<file path="config.mk">
export PLATFORM = sky130hd
export DESIGN_NAME = carry_resolver_nlane
export DESIGN_NICKNAME = d
export VERILOG_FILES = /design/src/rtl/carry_resolver_nlane_pkg.sv /design/src/rtl/carry_resolver_nlane_lane_compactor.sv /design/src/rtl/carry_resolver_nlane.sv
export SDC_FILE = /design/constraint.sdc
export NUM_CORES = 1
export LEC_CHECK = 0
export BUFFER_PORTS_ARGS = -buffer_cell sky130_fd_sc_hd__buf_2
export CAP_MARGIN = 20
export CORE_MARGIN = 1.5
export CORE_UTILIZATION = 28
export CTS_CLUSTER_DIAMETER = 150
export DETAILED_ROUTE_END_ITERATION = 6
export PLACE_DENSITY = 0.49
export REMOVE_ABC_BUFFERS = 1
export SLEW_MARGIN = 20
export SYNTH_ARGS = -nofsm -noshare
export SYNTH_HDL_FRONTEND = slang
export SYNTH_HIERARCHICAL = 1
export SYNTH_SLANG_ARGS = --single-unit
</file>
<file path="constraint.sdc">
create_clock -name s4_clk -period 2.78 [get_ports s4_clk]
set_input_delay 0.139 -clock s4_clk [delete_from_list [all_inputs] [get_ports s4_clk]]
set_output_delay 0.139 -clock s4_clk [all_outputs]
set_load 0.01 [all_outputs]
</file>
<file path="src/rtl/carry_resolver_nlane_pkg.sv">
// Shared types and helpers for the N-lane carry resolver: FSM encoding,
// byte constants and the emit-byte mapping used by both emission states.
package carry_pkg;

    typedef enum logic [2:0] {IDLE, PROC, EMIT_PREV, EMIT_RUN, FLUSH, DONE} state_t;

    localparam logic [7:0] BYTE_FF   = 8'hFF;
    localparam int         CARRY_BIT = 8;

    // Held byte absorbs the carry; each deferred 0xFF wraps to 0x00 under a carry.
    function automatic logic [7:0] emit_byte(input logic is_prev, input logic [7:0] prev,
                                             input logic carry);
        if (is_prev) return prev + {7'd0, carry};
        return carry ? 8'h00 : BYTE_FF;
    endfunction

endpackage

</file>
<file path="src/rtl/carry_resolver_nlane_lane_compactor.sv">
// Packs the valid lanes of one input group into consecutive 9-bit slots
// (carry + byte), lowest lane in slot 0, and reports how many were valid.
module lane_compactor
    import carry_pkg::*;
#(
    parameter int NUM_LANES = 4,
    parameter int PB_WIDTH  = 16,
    parameter int CNT_WIDTH = 4
) (
    input  logic [NUM_LANES-1:0]          mask,
    input  logic [NUM_LANES*PB_WIDTH-1:0] words,
    output logic [NUM_LANES*9-1:0]        packed_words,
    output logic [CNT_WIDTH-1:0]          cnt
);

    // Bits above the carry carry no meaning here.
    logic words_unused;
    assign words_unused = ^words;

    // Walk lanes high to low, shifting each valid word in at slot 0, so the
    // lowest valid lane finishes in slot 0 without any variable indexing.
    always_comb begin
        packed_words = '0;
        cnt          = '0;
        for (int i = NUM_LANES - 1; i >= 0; i--) begin
            if (mask[i]) begin
                packed_words = (packed_words << 9) |
                               (NUM_LANES*9)'(words[i*PB_WIDTH +: CARRY_BIT+1]);
                cnt = cnt + CNT_WIDTH'(1);
            end
        end
    end

endmodule

</file>
<file path="src/rtl/carry_resolver_nlane.sv">
// Compacts lane groups of pre-bitstream words, resolves carries through a
// held byte plus a 0xFF run counter, and streams final bytes with a flush.
module carry_resolver_nlane
    import carry_pkg::*;
#(
    parameter int NUM_LANES      = 4,
    parameter int PB_WIDTH       = 16,
    parameter int RUN_WIDTH      = 8,
    parameter int LANE_IDX_WIDTH = 3
) (
    input  logic                          s4_clk,
    input  logic                          s4_reset,
    input  logic                          in_valid,
    output logic                          in_ready,
    input  logic [NUM_LANES-1:0]          in_lane_valid,
    input  logic [NUM_LANES*PB_WIDTH-1:0] in_pb,
    input  logic                          in_final,
    output logic                          out_valid,
    input  logic                          out_ready,
    output logic [7:0]                    out_byte,
    output logic                          out_last,
    output logic                          out_done,
    output logic                          out_overflow
);

    localparam int CW = LANE_IDX_WIDTH + 1;
    localparam int BW = NUM_LANES * 9;

    state_t                 state;
    logic [BW-1:0]          word_buf, packed_words;
    logic [CW-1:0]          cnt, ptr, grp_cnt;
    logic                   final_pend, have_prev, emit_c, flushing;
    logic [7:0]             prev, next_prev;
    logic [RUN_WIDTH-1:0]   run;
    logic [8:0]             w;
    logic                   c, is_ff, hs, last_word, commit;
    state_t                 adv_state;

    lane_compactor #(.NUM_LANES(NUM_LANES), .PB_WIDTH(PB_WIDTH), .CNT_WIDTH(CW)) u_compact (
        .mask(in_lane_valid), .words(in_pb), .packed_words(packed_words), .cnt(grp_cnt)
    );

    // The buffer shifts down on each consumed word, so the current word is slot 0.
    assign w         = word_buf[8:0];
    assign c         = w[CARRY_BIT];
    assign is_ff     = !c && (w[7:0] == BYTE_FF);
    assign in_ready  = (state == IDLE);
    assign hs        = out_valid && out_ready;
    assign last_word = (ptr + CW'(1) == cnt);
    assign adv_state = last_word ? (final_pend ? FLUSH : IDLE) : PROC;
    assign commit    = hs && ((state == EMIT_PREV && run == '0) ||
                              (state == EMIT_RUN  && run == RUN_WIDTH'(1)));

    always_ff @(posedge s4_clk or posedge s4_reset) begin
        if (s4_reset) begin
            state        <= IDLE;
            word_buf     <= '0;
            cnt          <= '0;
            ptr          <= '0;
            final_pend   <= 1'b0;
            have_prev    <= 1'b0;
            prev         <= '0;
            next_prev    <= '0;
            run          <= '0;
            emit_c       <= 1'b0;
            flushing     <= 1'b0;
            out_valid    <= 1'b0;
            out_byte     <= '0;
            out_last     <= 1'b0;
            out_done     <= 1'b0;
            out_overflow <= 1'b0;
        end else begin
            case (state)
                IDLE: if (in_valid) begin
                    word_buf   <= packed_words;
                    cnt        <= grp_cnt;
                    ptr        <= '0;
                    final_pend <= in_final;
                    if (grp_cnt != '0) state <= PROC;
                    else if (in_final) state <= FLUSH;
                end
                PROC: begin
                    if (!have_prev) begin
                        prev      <= w[7:0];
                        have_prev <= 1'b1;
                    end else if (is_ff) begin
                        if (&run) out_overflow <= 1'b1;
                        else      run <= run + RUN_WIDTH'(1);
                    end
                    if (!have_prev || is_ff) begin
                        word_buf <= word_buf >> 9;
                        ptr      <= ptr + CW'(1);
                        state    <= adv_state;
                    end else begin
                        state     <= EMIT_PREV;
                        emit_c    <= c;
                        next_prev <= w[7:0];
                        out_valid <= 1'b1;
                        out_byte  <= emit_byte(1'b1, prev, c);
                        out_last  <= 1'b0;
                    end
                end
                FLUSH: begin
                    if (have_prev) begin
                        state     <= EMIT_PREV;
                        flushing  <= 1'b1;
                        emit_c    <= 1'b0;
                        out_valid <= 1'b1;
                        out_byte  <= prev;
                        out_last  <= (run == '0);
                    end else begin
                        state    <= DONE;
                        out_done <= 1'b1;
                    end
                end
                DONE: begin
                    out_done <= 1'b0;
                    state    <= IDLE;
                end
                EMIT_PREV: if (hs && run != '0) begin
                    state    <= EMIT_RUN;
                    out_byte <= emit_byte(1'b0, prev, emit_c);
                    out_last <= flushing && (run == RUN_WIDTH'(1));
                end
                EMIT_RUN: if (hs) begin
                    run      <= run - RUN_WIDTH'(1);
                    out_last <= flushing && (run == RUN_WIDTH'(2));
                end
                default: state <= IDLE;
            endcase

            // Last byte of a word's (or the flush's) emission has been taken.
            if (commit) begin
                out_valid <= 1'b0;
                out_last  <= 1'b0;
                run       <= '0;
                if (flushing) begin
                    flushing     <= 1'b0;
                    have_prev    <= 1'b0;
                    out_overflow <= 1'b0;
                    out_done     <= 1'b1;
                    state        <= DONE;
                end else begin
                    prev     <= next_prev;
                    word_buf <= word_buf >> 9;
                    ptr      <= ptr + CW'(1);
                    state    <= adv_state;
                end
            end
        end
    end

endmodule

</file>
Yosys cells after proc, flatten, opt, wreduce, memory -nomap -nowiden
Cells that the tools add are included.

Bitwise operators: 4. Reduce and logical (&&, ||, !) cells: 30. $add $sub $neg: 7. Muxes and demuxes: 77. Equality and inequality tests: 22.

Operators with widths (number): 2-to-1 mux 36 bit (7); 2-to-1 mux 8 bit (15); OR 36 x 9 -> 36 bit (3); one-hot mux 36 bit (2 select lines) (1); 2-to-1 mux 3 bit (10); 2-to-1 mux 1 bit (28); 2-to-1 mux 4 bit (7); one-hot mux 8 bit (3 select lines) (1); inequality test 3 bit (second input constant) (6); adder 4 x 1 -> 4 bit (second input constant) (4); one-hot mux 8 bit (2 select lines) (1); one-hot mux 3 bit (5 select lines) (1); AND reduction 5 bit (2); 2-to-1 mux 9 bit (1); nonzero test 3 bit (3); adder 8 x 1 -> 8 bit (1); adder 8 x 1 -> 8 bit (second input constant) (1); equality test 8 x 1 -> 1 bit (second input constant) (1); equality test 8 x 2 -> 1 bit (second input constant) (1); equality test 8 bit (second input constant) (1); logical AND 1 bit (8); logical NOT 8 bit (1); one-hot mux 4 bit (2 select lines) (1); AND reduction 4 bit (2); other kinds (22) (33).

Logic and storage cells: 156. Output and inout bits: 13. Flip-flop bits (word level): 87.

Logic depth before layout (Yosys ltp)
Gate-level depths: netlist (run 1).

Depth after elaboration: 12. Depth in mapped cells: 13. Depth with buffers taken out: 11.

Modules after synthesis
Netlist (run 1), hierarchy kept.

By module, submodules not included: carry_resolver_nlane (instances 1, seq. area each 2177.1 um2, area an instance 4779.6 um2, cells an instance 478); lane_compactor (instances 1, seq. area each 0.0 um2, area an instance 980.9 um2, cells an instance 146).

Worst setup path after synthesis (run 1)
No wires, ideal clock.

Kind: input to register. From: in in_lane_valid[3]. To: reg state[0]. Slack: 118 ps. Cell stages on the path: 12. Required time: 2659 ps. Setup time: 121 ps. Arrival time: 2541 ps. Cells stage by stage: clkbuf_8 -> clkbuf_8 -> inv_1 -> ha_1 -> xor2_1 -> ha_1 -> mux2_2 -> or4_1 -> a21oi_1 -> o22a_1 -> a21oi_1 -> o22a_1.

Word-level cells in the longest chain between the ends: 12. Elaborated cells between the ends (all ways): 14. Classes of those cells: add/sub (3); eq/ne (1); mux (8); reduce/logical (2).

Ends and longest elaborated chain: start, declared (RTL line carry_resolver_nlane.sv:15) `input logic [NUM_LANES-1:0] in_lane_valid,`; 2-to-1 mux 1 bit (*) (RTL line carry_resolver_nlane_lane_compactor.sv:26) `if (mask[i]) begin`; adder 4 x 1 -> 4 bit (RTL line carry_resolver_nlane_lane_compactor.sv:29) `cnt = cnt + CNT_WIDTH'(1);`; 2-to-1 mux 4 bit (*) (RTL line carry_resolver_nlane_lane_compactor.sv:26); adder 4 x 1 -> 4 bit (RTL line carry_resolver_nlane_lane_compactor.sv:29); 2-to-1 mux 4 bit (*) (RTL line carry_resolver_nlane_lane_compactor.sv:26); adder 4 x 1 -> 4 bit (RTL line carry_resolver_nlane_lane_compactor.sv:29); 2-to-1 mux 4 bit (*) (RTL line carry_resolver_nlane_lane_compactor.sv:26); named net grp_cnt[1] (RTL line carry_resolver_nlane.sv:31) `logic [CW-1:0] cnt, ptr, grp_cnt;`; nonzero test 4 bit (*) (RTL line carry_resolver_nlane.sv:79) `if (grp_cnt != '0) state <= PROC;`; 2-to-1 mux 3 bit (RTL line carry_resolver_nlane.sv:79); 2-to-1 mux 3 bit (RTL line carry_resolver_nlane.sv:74) `IDLE: if (in_valid) begin`; one-hot mux 3 bit (5 select lines) (RTL line carry_resolver_nlane.sv:73) `case (state)`; 2-to-1 mux 3 bit (RTL line carry_resolver_nlane.sv:133) `if (commit) begin`; end signal, assigned (RTL line carry_resolver_nlane.sv:93) `state <= adv_state;`; end signal, assigned (RTL line carry_resolver_nlane.sv:147) `state <= adv_state;`; end, declared (RTL line carry_resolver_nlane.sv:29) `state_t state;`.

Mark *: on every way through the listed nets, which the timed path passes. The rest lies on a longest branch. The select of a mux whose other input is x is not followed. A chain may end at the register's enable or synchronous reset.

Worst setup path after layout (run 1)
From: in in_lane_valid[2]. To: reg state[0].

Word-level cells in the longest chain between the ends: 10. Elaborated cells between the ends (all ways): 12. Classes of those cells: add/sub (2); eq/ne (1); mux (7); reduce/logical (2).

Ends and longest elaborated chain (RTL line): 2-to-1 mux 4 bit (*) (carry_resolver_nlane_lane_compactor.sv:26); adder 4 x 1 -> 4 bit (carry_resolver_nlane_lane_compactor.sv:29); 2-to-1 mux 4 bit (*) (carry_resolver_nlane_lane_compactor.sv:26); adder 4 x 1 -> 4 bit (carry_resolver_nlane_lane_compactor.sv:29); 2-to-1 mux 4 bit (*) (carry_resolver_nlane_lane_compactor.sv:26); named net grp_cnt[1] (carry_resolver_nlane.sv:31); nonzero test 4 bit (*) (carry_resolver_nlane.sv:79); 2-to-1 mux 3 bit (carry_resolver_nlane.sv:79); 2-to-1 mux 3 bit (carry_resolver_nlane.sv:74); one-hot mux 3 bit (5 select lines) (carry_resolver_nlane.sv:73); 2-to-1 mux 3 bit (carry_resolver_nlane.sv:133).

Marked as above.

==> results.toml, run 1 <==
[status]
outcome = "completed"

[global_routing]
met1_usage_pct = 21.3
grt-busiest-layer = "met2"
gr-usage-met3_pct = 2.63
grt_use_total_pct = 15.2
grt_pass1_vias = 4959
grt-ovfl-total = 0
antenna_found_initial = 0
grt_pass1_wl_um = 26300
grt_max_degree = 88
met2_usage_pct = 23.6

[power]
p_seq_share_pct = 39.6
power_density_mw_per_mm2 = 809
p_comb_share_pct = 36.6
internal_power_uw = 3330
ir_drop_mv = 0.272
p_sw_share_pct = 38.0
p_leak_uw = 0.00280
finalPower_uw = 5370
p_sw_uw = 2040
p_clk_share_pct = 23.8

[critical_path]
rrSetupSlack_ps = 380
cp-end-kind = "flop"
slowest_delay_ps = 630
r2r_start = "word_buf[5]"
cp_top_family = "compound AO/OA/AOI/OAI gates"
r2r_end = "word_buf[11]"
crit_chain = "buf_2 -> inv_1 -> ha_1 -> xor2_1 -> ha_1 -> mux2_2 -> or4_1 -> a21oi_1 -> o22a_1 -> a21oi_1 -> o22a_1"
crit_slowest_cell = "or4_1"
cp_max_fo = 5
path_buf_inv = 2
crit_path_start_kind = "input port"
crit_arrival_ps = 2650
reg2reg_depth = 7
crit_type = "input port to flop"
worstPathRequired_ps = 3020

[layout]
drive_gt1_share_pct = 21.3
fin_nets = 760
antenna_cells = 0
design_area_mm2 = 0.00664
syn2layout_area_growth_pct = 15.2
stdcell_count = 951
final_util_pct = 32.8

[floorplanning]
core.rowCount = 52
dieArea_mm2 = 0.0214
core_region_area_mm2 = 0.0202
initial_core_util_pct = 28.5
dieHeight_um = 146
die_w_um = 146
top_level_ports = 86

[clock_tree]
clk-insertion-delay-late_ps = 350
cts-root-buf = "clkbuf_16"
clock_sinks = 87
clk_path_buf_depth = 2
post-cts-setup-buffer-count = 0
cts_tree = "built"
cts_buffers = 9
clk_pin_slew_worst_paths_ps = 70
htreeDepth = 3

[sta]
finalCritPeriodShare_pct = 86.7
maxSlewViolCount = 0
period_needed_ps = 2410
tightest_slew_ps = 773
finClkSkew_ps = 11.1
tns_ps = 0
rsz0062_at_grt = "no"
max_clock_freq_ghz = 0.415
setup_violations = 0
timing.slew.headroom_pct = 47.9
finalHoldViolCount = 0

[logic_synthesis]
yosysSeqAreaShare_pct = 37.8
synth.distinct_cells = 68
postSynthAreaPerCell_um2 = 9.23
yosys-top-cells-area = "dfrtp_1 (38%), nand2_1 (6.5%), mux2_2 (4.5%)"
ys_warn_count = 6
synth_ff_type = "dfrtp_1"
synth_cells = 624
synth_top_area_cell = "dfrtp_1"
synth_seq_cells = 87
yosys.area.top_type_share_pct = 37.8
synth_edf_count = 0
syn_area_mm2 = 0.00576
synth_async_sr_flop_share_pct = 100

[drt]
ant_nets = 0
drtIter0Drc = 363
dr.pass1.iters = 4
routedWlPerCell_um = 16.5
wirelength_um = 15700
vias_per_cell = 5.32
drc_errors = 0
vias = 5063

[placed_design]
dpl_cell_area_mm2 = 0.00631
placed_cells = 934
globalplace.congestion = 0.819
io_buffers = 57
hpwlAfterDp_um = 11300

[job]
max_cap_viol_count = 0

[hold_path]
worstHoldStart = "in_final"
whs_path_depth = 3
whs_endpoint = "final_pend"
hold_class = "input port to flop"
final cells by class:
type | instances | area, um2
clock buffer | 9 | 225
multi-input combinational | 483 | 3250
clock inverter | 7 | 85.1
tap | 270 | 338
fill | 2069 | 13600
sequential | 87 | 2180
timing repair buffer | 85 | 523
inverter | 10 | 38.8
cells by family (layout without fill, tap and decap cells):
family                     count (synthesis)  count (layout)  synth area share [%]
AOI/OAI and AO/OA                        194             194                  23.9
xor gates and xnor gates                  13              13                  2.56
adders and majority gates                 11              11                  2.39
buffers and inverters                     54             111                  5.91
DFF                                       87              87                  37.8
muxes                                     36              36                  6.75
other                                      1               1                0.0651
and+or+nand+nor                          228             228                  20.6
per-stage QoR:
| stage | setup slack [ps] | hold slack [ps] |
|---|---|---|
| 4_1_cts | 336 | 38.3 |
| 2_1_floorplan | -378 | 244 |
| 3_3_place_gp | 78.8 | 272 |
| 3_5_place_dp | 25.3 | 282 |
| 6_report | 370 | 49.9 |
| 5_1_grt | 233 | 47.4 |
Yosys cell counts (all sizes together) (13+ instances only):
master  instances
a21oi          24
a221o          19
and2           21
buf            23
clkbuf         21
dfrtp          87
mux2           23
mux2i          13
nand2         102
nor2           34
nor3           16
o21a           21
o21ai          45
o22ai          15
state kept, by name, indices dropped and copies added (netlist names):
signal and cells:
out_valid 1, out_done 1, emit_c 1, have_prev 1
word_buf 36, out_overflow 1, run 8, cnt 4
state 3, out_last 1, flushing 1, ptr 4
prev 8, final_pend 1, out_byte 8, next_prev 8
cell usage in the layout, fill, tap and decap left out, types with 7 or more instances in the layout:
| master | count |
|---|---|
| mux2_2 | 23 |
| nand3_1 | 11 |
| a21oi_1 | 24 |
| o221ai_1 | 10 |
| inv_1 | 8 |
| nor3_1 | 11 |
| xor2_1 | 7 |
| o21ai_0 | 39 |
| o22ai_1 | 15 |
| o2111ai_1 | 10 |
| dfrtp_1 | 87 |
| nor2_1 | 32 |
| ha_1 | 11 |
| a221o_1 | 19 |
| clkbuf_16 | 9 |
| o2bb2ai_1 | 12 |
| o21a_1 | 21 |
| nand4_1 | 7 |
| buf_2 | 57 |
| a22oi_1 | 9 |
| buf_4 | 25 |
| nand2_1 | 99 |
| mux2i_1 | 13 |
| and2_1 | 21 |
power groups by stage:
stage / sequential, uW / combinational (uW) / clock [uW]
after CTS: 2120 / 1980 / 1320
after floorplan: 2050 / 1370 / 0
after global routing: 2200 / 2210 / 1370
after global placement: 2130 / 1920 / 0
after detailed placement: 2150 / 1960 / 0
final: 2120 / 1970 / 1270
per-layer routing:
layer / wire, um / up-vias
li1: - / 2425
met1: 7710 / 2506
met2: 7220 / 115
met3: 610 / 17
met4: 195 / 0
met5: 0 / -
worst register-to-register path, stage by stage, from the launching register on:
cell and delay (ps):
dfrtp_1 420, nand4_1 190, nor4_4 90, buf_4 150, o21ai_0 610, nand2_1 210
buf_12 240, a221o_1 380
worst max path at each step:
stage                           startpoint           end  slack (ps)  cells past startpoint
after floorplan                   state[2]        ptr[0]        -380                      4
after global placement    in_lane_valid[2]      state[2]          80                     11
after detailed placement  in_lane_valid[2]      state[0]          30                     11
after CTS                      word_buf[5]  word_buf[19]         340                      7
after global routing                run[0]        run[7]         230                      7
final                     in_lane_valid[2]      state[0]         370                     11
what timing repair did:
action	CTS	global route
hold buffers	1	0
gates resized for setup	0	0
endpoints found under the hold margin	87	0
(Power assumes the default switching activity.)
==> run 2: changes to the inputs <==
CELL_PAD_IN_SITES_DETAIL_PLACEMENT = 2   (was unset)
CELL_PAD_IN_SITES_GLOBAL_PLACEMENT = 2   (was unset)
PLACE_DENSITY = 0.7   (was 0.49)
SETUP_SLACK_MARGIN = 0.15   (was unset)
==> results.toml, run 2 (same netlist as run 1, synthesis figures left out) <==
[global_routing]
grt-ovfl-total = 0
grt_use_total_pct = 18.3
antenna_found_initial = 0
grt_pass1_wl_um = 31300
grt_max_degree = 47
grt_pass1_vias = 5619

[floorplanning]
core.rowCount = 52
core_region_area_mm2 = 0.0202
die_w_um = 146
top_level_ports = 86
dieArea_mm2 = 0.0214
dieHeight_um = 146
initial_core_util_pct = 28.5

[drt]
wirelength_um = 18800
drtIter0Drc = 250
drc_errors = 0
ant_nets = 0
routedWlPerCell_um = 19.8
vias = 5212
dr.pass1.iters = 5
vias_per_cell = 5.47

[critical_path]
cp_max_fo = 15
path_buf_inv = 1
crit_arrival_ps = 2690
crit_path_start_kind = "flop"
cp-end-kind = "flop"
slowest_delay_ps = 700
crit_type = "flop to flop"
crit_chain = "inv_1 -> nor3_4 -> a311oi_1 -> nor3_2 -> mux2_2"
r2r_end = "out_byte[4]"
r2r_start = "state[2]"
cp_top_family = "simple AND/OR/NAND/NOR gates"
worstPathRequired_ps = 3020
rrSetupSlack_ps = 330
crit_slowest_cell = "dfrtp_1"
reg2reg_depth = 5

[sta]
tightest_slew_ps = 870
timing.slew.headroom_pct = 42.0
maxSlewViolCount = 0
whs_ps = 21.5
finClkSkew_ps = 10.0
setup_violations = 0
max_clock_freq_ghz = 0.409
finalCritPeriodShare_pct = 88.0
tns_ps = 0
finalHoldViolCount = 0
period_needed_ps = 2450
worst_slack_ps = 333
rsz0062_at_grt = "no"

[power]
ir_drop_mv = 0.324
power_density_mw_per_mm2 = 821
p_leak_uw = 0.00279

[clock_tree]
post-cts-setup-buffer-count = 0
clk_path_buf_depth = 2
cts-root-buf = "clkbuf_16"
clock_sinks = 87
cts_tree = "built"
clk-insertion-delay-late_ps = 360
cts_buffers = 9
htreeDepth = 3
clk_pin_slew_worst_paths_ps = 70

[layout]
final_common_cell = "nand2_1"
final_util_pct = 32.8
mostFrequentLayoutCells = "nand2_1 (99), dfrtp_1 (87), buf_2 (57), o21ai_0 (39), nor2_1 (32)"
drive_gt1_share_pct = 21.7
syn2layout_area_growth_pct = 15.1
fillers = 2315
fin_nets = 762
largest_reg_flops = 36
top_register = "word_buf"
design_area_mm2 = 0.00663
antenna_cells = 0

[placed_design]
hpwlAfterDp_um = 14100
dpl_cell_area_mm2 = 0.00633
dp_worst_setup_slack_ps = 1.88
io_buffers = 57
globalplace.congestion = 0.839

[job]
max_cap_viol_count = 0

[status]
outcome = "completed"

[hold_path]
whs_path_depth = 3
whs_endpoint = "final_pend"
hold_class = "input port to flop"
worstHoldStart = "in_final"
==> run 2: cell types whose count changed in the layout (fill, tap and decap cells not counted), sizes merged <==
cell      before  now
buf           84   86
bufinv         1    0
clkinv         2    1
clkinvlp       0    2
==> run 2: power breakdown <==
group	switching [uW]	internal, uW
Clock	578	622
Combinational	1150	952
Sequential	473	1670
==> run 2: timing repair <==
action,CTS,global route
endpoints found under the hold margin,45,0
gates resized for setup,0,1
hold buffers,1,0
endpoints found under the setup margin,0,1
==> run 2: metrics by stage <==
stage	instances	total power (uW)
after detailed placement	936	4260
after global routing	953	5830
after floorplan	580	3420
final	953	5450
after CTS	953	5510
after global placement	936	4080
==> run 2: layer usage <==
metal / part of all wire, % / routed length, um / vias to the layer above / track usage (%)
li1: - / - / 2419 / -
met4: 1.2 / 222 / 0 / 4.04
met1: 47 / 8910 / 2697 / 23.9
met2: 49 / 9240 / 78 / 31.3
met3: 2.5 / 470 / 18 / 3.44
met5: 0 / 0 / - / 0
==> run 2: layout make-up <==
type / instances / area, um2 / share of cell area, %
clock buffers: 9 / 225 / 3.40
clock inverters: 7 / 58.8 / 0.887
inverters: 10 / 38.8 / 0.585
multi-input cells: 483 / 3260 / 49.1
flip-flops and latches: 87 / 2180 / 32.8
well taps: 270 / 338 / 5.09
repair buffers: 87 / 538 / 8.11
==> run 2: how the worst max path moves through the flow <==
stage | to | cells after the start | slack [ps] | start
2_1_floorplan | ptr[0] | 4 | -380 | state[2]
3_3_place_gp | state[2] | 11 | 90 | in_lane_valid[2]
3_5_place_dp | state[2] | 11 | 2 | in_lane_valid[2]
4_1_cts | run[7] | 7 | 240 | run[0]
5_1_grt | run[7] | 7 | 190 | run[0]
6_report | out_byte[4] | 5 | 330 | state[2]
==> run 2: worst min-delay path, cell delays in order <==
cell     delay (ps)
buf_2           110
nand2_1          50
nand2_1          50
